==> src/rtl/moore_seq_detector_if.sv <==
// Serial detector bus: sample enable, data bit and counter clear toward the detector;
// match flag, matched-prefix length and match count back from it.
// LEN and CNT_W must match the detector instance.
interface moore_seq_detector_if #(
  parameter int unsigned LEN   = 4,
  parameter int unsigned CNT_W = 8
);

  localparam int unsigned SW = $clog2(LEN + 1);

  logic             en;
  logic             W;
  logic             clr;
  logic             Z;
  logic [SW-1:0]    state;
  logic [CNT_W-1:0] match_cnt;

  // Stream source / observer side
  modport master (
    output en,
    output W,
    output clr,
    input  Z,
    input  state,
    input  match_cnt
  );

  // Detector side
  modport slave (
    input  en,
    input  W,
    input  clr,
    output Z,
    output state,
    output match_cnt
  );

endinterface

==> src/rtl/moore_seq_detector.sv <==
// Moore serial pattern detector for an arbitrary LEN-bit PATTERN (first bit on W is
// PATTERN[LEN-1]). State k = length of the longest pattern prefix that is a suffix of
// the consumed stream. Z, state and match_cnt are all registered.
// Optional build macro: SEQDET_OVERLAP_EN -- when defined, a completed match keeps its
// longest proper prefix-suffix so overlapping occurrences are counted; otherwise
// matching restarts from scratch after every hit.
module moore_seq_detector #(
  parameter int unsigned    LEN     = 4,
  parameter logic [LEN-1:0] PATTERN = 4'b1011,
  parameter int unsigned    CNT_W   = 8
) (
  input logic                 clk,
  input logic                 reset_n,
  moore_seq_detector_if.slave bus
);

  localparam int unsigned SW = $clog2(LEN + 1);

  typedef logic [SW-1:0] state_t;

  localparam state_t           StIdle = '0;
  localparam state_t           StFull = state_t'(LEN);
  localparam logic [CNT_W-1:0] CntMax = {CNT_W{1'b1}};

  if (LEN < 2 || LEN > 16) begin : gen_len_check
    $error("moore_seq_detector: LEN must lie in 2..16");
  end

  // Bit i of the pattern in arrival order (i = 0 is the first bit expected).
  function automatic logic pbit(int unsigned i);
    return PATTERN[LEN-1-i];
  endfunction

  // Longest j <= min(k+1, LEN) such that the first j pattern bits equal the last j bits
  // of (first k pattern bits followed by w). Only called with constant arguments.
  function automatic int unsigned longest_match(int unsigned k, logic w);
    int unsigned best;
    logic        ok;
    best = 0;
    for (int unsigned j = 1; j <= LEN; j++) begin
      if (j <= k + 1) begin
        ok = (pbit(j - 1) == w);
        for (int unsigned i = 0; i + 1 < j; i++) begin
          if (pbit(i) != pbit(k + 1 - j + i)) begin
            ok = 1'b0;
          end
        end
        if (ok) begin
          best = j;
        end
      end
    end
    return best;
  endfunction

`ifdef SEQDET_OVERLAP_EN
  // Longest proper prefix of the pattern that is also a suffix of it.
  function automatic int unsigned border_len();
    int unsigned best;
    logic        ok;
    best = 0;
    for (int unsigned b = 1; b < LEN; b++) begin
      ok = 1'b1;
      for (int unsigned i = 0; i < b; i++) begin
        if (pbit(i) != pbit(LEN - b + i)) begin
          ok = 1'b0;
        end
      end
      if (ok) begin
        best = b;
      end
    end
    return best;
  endfunction

  // After a hit the detector behaves as if only the border has been matched.
  localparam int unsigned ReentryFrom = border_len();
`else
  // After a hit nothing of the completed match is reused.
  localparam int unsigned ReentryFrom = 0;
`endif

  // Transition table, fully resolved at elaboration: next_tbl[state][W].
  state_t next_tbl [LEN+1][2];

  for (genvar k = 0; k <= LEN; k++) begin : gen_state
    for (genvar b = 0; b < 2; b++) begin : gen_bit
      localparam int unsigned From = (k == LEN) ? ReentryFrom : k;
      assign next_tbl[k][b] = state_t'(longest_match(From, (b != 0)));
    end
  end

  state_t           state_q, state_d;
  logic             z_q, z_d;
  logic [CNT_W-1:0] cnt_q, cnt_d;
  logic             enter_full;

  // Next state: consume W only when enabled; unreachable encodings fall back to idle.
  always_comb begin
    state_d = state_q;
    if (bus.en) begin
      if (state_q > StFull) begin
        state_d = StIdle;
      end else begin
        state_d = next_tbl[state_q][bus.W];
      end
    end
  end

  // Match flag and saturating counter; a clear on a hitting edge leaves exactly one count.
  always_comb begin
    enter_full = bus.en && (state_d == StFull);
    z_d        = (state_d == StFull);
    cnt_d      = cnt_q;
    if (bus.clr) begin
      cnt_d = enter_full ? CNT_W'(1) : '0;
    end else if (enter_full && (cnt_q != CntMax)) begin
      cnt_d = cnt_q + CNT_W'(1);
    end
  end

  // FSM and registered outputs; asynchronous reset discards any partial match.
  always_ff @(posedge clk or negedge reset_n) begin
    if (!reset_n) begin
      state_q <= StIdle;
      z_q     <= 1'b0;
      cnt_q   <= '0;
    end else begin
      state_q <= state_d;
      z_q     <= z_d;
      cnt_q   <= cnt_d;
    end
  end

  assign bus.state     = state_q;
  assign bus.Z         = z_q;
  assign bus.match_cnt = cnt_q;

endmodule
==> src/flat_wrapper.sv <==
// flat-port wrapper written by rule: the top's interface ports become plain ports
module moore_seq_detector_flat 
#(
  parameter int unsigned    LEN     = 4,
  parameter logic [LEN-1:0] PATTERN = 4'b1011,
  parameter int unsigned    CNT_W   = 8
)
  (clk, reset_n, bus_en, bus_W, bus_clr, bus_Z, bus_state, bus_match_cnt);
  moore_seq_detector_if #(.LEN(LEN), .CNT_W(CNT_W)) bus_i ();
  input logic clk;
  input logic reset_n;
  input wire logic [$bits(bus_i.en)-1:0] bus_en;
  input wire logic [$bits(bus_i.W)-1:0] bus_W;
  input wire logic [$bits(bus_i.clr)-1:0] bus_clr;
  output wire logic [$bits(bus_i.Z)-1:0] bus_Z;
  output wire logic [$bits(bus_i.state)-1:0] bus_state;
  output wire logic [$bits(bus_i.match_cnt)-1:0] bus_match_cnt;
  assign bus_i.en = bus_en;
  assign bus_i.W = bus_W;
  assign bus_i.clr = bus_clr;
  assign bus_Z = bus_i.Z;
  assign bus_state = bus_i.state;
  assign bus_match_cnt = bus_i.match_cnt;
  moore_seq_detector #(.LEN(LEN), .PATTERN(PATTERN), .CNT_W(CNT_W)) u_core (.clk(clk), .reset_n(reset_n), .bus(bus_i));
endmodule
==> config.mk <==
export PLATFORM = sky130hd
export DESIGN_NAME = moore_seq_detector_flat
export DESIGN_NICKNAME = d
export VERILOG_FILES = /design/src/rtl/moore_seq_detector_if.sv /design/src/rtl/moore_seq_detector.sv /design/src/flat_wrapper.sv
export SDC_FILE = /design/constraint.sdc
export NUM_CORES = 1
export LEC_CHECK = 0
export ABC_AREA = 1
export CAP_MARGIN = 30
export CORE_MARGIN = 5
export CORE_UTILIZATION = 40
export CTS_CLUSTER_DIAMETER = 120
export DETAILED_ROUTE_END_ITERATION = 10
export PLACE_DENSITY = 0.77
export SYNTH_ARGS = -nofsm -noshare
export SYNTH_HDL_FRONTEND = slang
export SYNTH_SLANG_ARGS = --single-unit
export TNS_END_PERCENT = 10
==> constraint.sdc <==
create_clock -name clk -period 1.6 [get_ports clk]
set_input_delay 0.24 -clock clk [delete_from_list [all_inputs] [get_ports clk]]
set_output_delay 0.24 -clock clk [all_outputs]
set_load 0.1 [all_outputs]
==> flow_summary_export.csv <==
group,metric,value,unit
worst_setup_path,cpMaxStageDelayCell,"dfrtp_4",
synth,syn_area,710.7,um2
worst_setup_path,worst-r2r-setup-slack,0.19,ns
worst_setup_path,endpoint,"u_core.bus.match_cnt[1]",
synth,syn_inst,93,
worst_setup_path,worstReg2RegStart,"u_core.bus.match_cnt[0]",
timing,slew_violations,0,
timing,final.period_utilization,0.8785,
detailed_routing,wl_met3,86,um
placed_design,hpwl,1230,um
timing,relSlewSlack,0.6274,
status,status,"completed",
detailed_routing,wl_met2,723,um
floorplanning,io_pins,17,
synth,yosysWarnings,0,
finish,mostFrequentLayoutCell,"nand2_1",
synth,yosys_register_bits,12,
detailed_routing,first_iter_violations,7,
worst_setup_path,critPathCaptureType,"flop",
placed_design,gp_congestion,0.8051,
timing,setup_viol,0,
detailed_routing,firstDrtPassIters,4,
synth,ys_seq_area_frac,0.4225,
timing,final.setup_skew,0.01033,ns
global_routing,grt_pass1_vias,632,
floorplanning,die_h,52.15,um
power,pwr_density_cell,724.0,mW/mm2
worst_setup_path,reg2reg_to,"u_core.bus.match_cnt[1]",
timing,setup_tns,0,ns
synth,yosysTopAreaCell,"dfrtp_1",
synth,netlist.area_leader.share,0.4225,
clocking,clk_latency,0.28,ns
power,p_leak,0.4881,nW
power,combPwrFrac,0.295,
timing,hold_viol,0,
finish,num_antenna_cells,0,
clocking,clock-sinks,12,
power,clkPwrFrac,0.259,
floorplanning,num_rows,15,
clocking,cts_hold_buf,0,
worst_setup_path,worst_r2r_path_depth,8,
timing,fin_crit,1.406,ns
floorplanning,start_util,0.4161,
finish,syn_to_final_growth,51.23,%
clocking,clkTransAtPathRegs,0.08,ns
detailed_routing,route.detailed.drc,0,
worst_setup_path,crit_start,"u_core.bus.match_cnt[0]",
clocking,post_cts_buffers,0,
finish,layout-drive-gt1-share,0.3684,
synth,synth.net_count,99,
worst_setup_path,critPathRequiredTime,1.81,ns
timing,worst_hold_slack,0.3141,ns
timing,rsz0062_at_grt,"no",
job,timing.max_cap.violations,0,
power,ir_drop,0.4380,mV
timing,tightest_slew,0.5571,ns
clocking,cts_root_buf,"clkbuf_4",
power,total_power,0.7782,mW
clocking,cts_tree,"done",
power,p_sw,0.2808,mW
global_routing,antenna_found_initial,0,
global_routing,track_usage,0.1379,
worst_setup_path,worst-setup-path-type,"flop to flop",
worst_setup_path,crit_chain,"ha_1 > inv_1 > nor2_4 > nand2_2 > nand2_4 > inv_2 > nand3_1 > nand2_1",
global_routing,grt-ovfl-total,0,
finish,final_nets,121,
global_routing,grt_max_degree,13,
finish,final_cell_mix,"nand2_1 (31), buf_12 (12), nor2_1 (9), dfrtp_2 (9), nand3_1 (8)",
clocking,cts_made_buffers,3,
synth,synth_area_leaders,"dfrtp_1 (42%), nand2_1 (16%), nand3_1 (5.6%)",
detailed_routing,met1_length,697,um
synth,avgSynthCellArea,7.642,um2
detailed_routing,vias_per_cell,4.856,
detailed_routing,postRouteWirelength,1549,um
detailed_routing,wl_per_cell,11.14,um
clocking,cts-resized-gates,0,
timing,max_freq,0.7114,GHz
detailed_routing,ant_nets,0,
power,p_sw_frac,0.3609,
worst_setup_path,worstPathArrival,1.61,ns
worst_setup_path,critPathMaxFanout,5,
floorplanning,die_area,0.002720,mm2
detailed_routing,highest_layer,"met4",
synth,synthDistinctLibCells,22,
floorplanning,core-area,0.001708,mm2
power,internal_power,0.4973,mW
worst_hold_path,worstHoldPathType,"input pin to asynchronous set/reset pin",
clocking,clockBufferDepth,2,
power,p_seq_frac,0.446,
clocking,h-tree-depth,1,
worst_setup_path,slowest_delay,0.52,ns
worst_setup_path,crit_path_start_kind,"flop",
floorplanning,die_w,52.15,um
placed_design,port_buffers,16,
global_routing,grt_pass1_wl,2704,um
detailed_routing,via_count,675,
## power by group through the flow
stage / clock network, mW / logic (mW) / registers (mW)
floorplan: 0 / 0.0487 / 0.438
global placement: 0 / 0.229 / 0.351
detailed placement: 0 / 0.231 / 0.352
CTS: 0.209 / 0.231 / 0.347
global route: 0.220 / 0.243 / 0.350
finish: 0.202 / 0.230 / 0.347
## state kept, by name, indices dropped and copies added, names as in the netlist
signal                flops
u_core.bus.state          3
u_core.bus.Z              1
u_core.bus.match_cnt      8
## worst min path at each step
stage                                  from                 endpoint  cells past startpoint  slack [ns]
CTS                                 reset_n  u_core.bus.match_cnt[4]                      1        0.32
floorplan                           reset_n             u_core.bus.Z                      0       -0.06
finish                              reset_n  u_core.bus.match_cnt[4]                      1        0.31
global placement    u_core.bus.match_cnt[2]  u_core.bus.match_cnt[2]                      2        0.57
global route                        reset_n  u_core.bus.match_cnt[5]                      1        0.35
detailed placement  u_core.bus.match_cnt[7]  u_core.bus.match_cnt[7]                      2        0.57
## worst max-delay path, delay by kind of cell (launching register included)
kind,cells,cell delay [ns]
adders and majority gates,1,0.24
and+or+nand+nor,5,0.38
DFF,1,0.52
buffers and inverters,2,0.20
## cell usage after synthesis, drive strengths merged
library cell,n
a21oi,2
dfrtp,12
ha,1
inv,12
nand2,35
nand3,9
nand3b,1
nand4,1
nor2,12
o21ai,3
o21bai,1
or2,1
xor2,3
## routing by layer
layer  GRT usage  vias up
met4     0.07660        0
met2      0.2134       21
met3     0.04011        5
met1      0.1702      318
li1            -      331
met5           0        -
## kinds of logic after synthesis
| family | Yosys count | share of synthesized area |
|---|---|---|
| flops | 12 | 0.4225 |
| buf+inv | 12 | 0.06691 |
| simple gates | 59 | 0.3997 |
| xor+xnor | 3 | 0.03698 |
| compound gates | 6 | 0.05634 |
| fa+ha+maj | 1 | 0.01760 |
## metrics by stage
step                      setup slack [ns]  utilization  cells  instance area [um2]
after detailed placement            0.1514       0.6139    135                 1049
after global routing               0.08831       0.6293    139                 1075
after global placement              0.1780       0.6139    135                 1049
after CTS                           0.1866       0.6293    139                 1075
final                               0.1944       0.6293    139                 1075
after floorplan                    0.08863            -     93                729.5
## final cells by class
| type | instances | area (um2) |
|---|---|---|
| multi-input combinational | 69 | 362.8 |
| sequential | 12 | 319.1 |
| inverter | 12 | 47.55 |
| clock buffer | 4 | 26.28 |
| timing repair buffer | 17 | 287.8 |
| tap | 25 | 31.28 |
| fill | 145 | 633.1 |
Note: power is estimated with default switching activity, not from simulation.
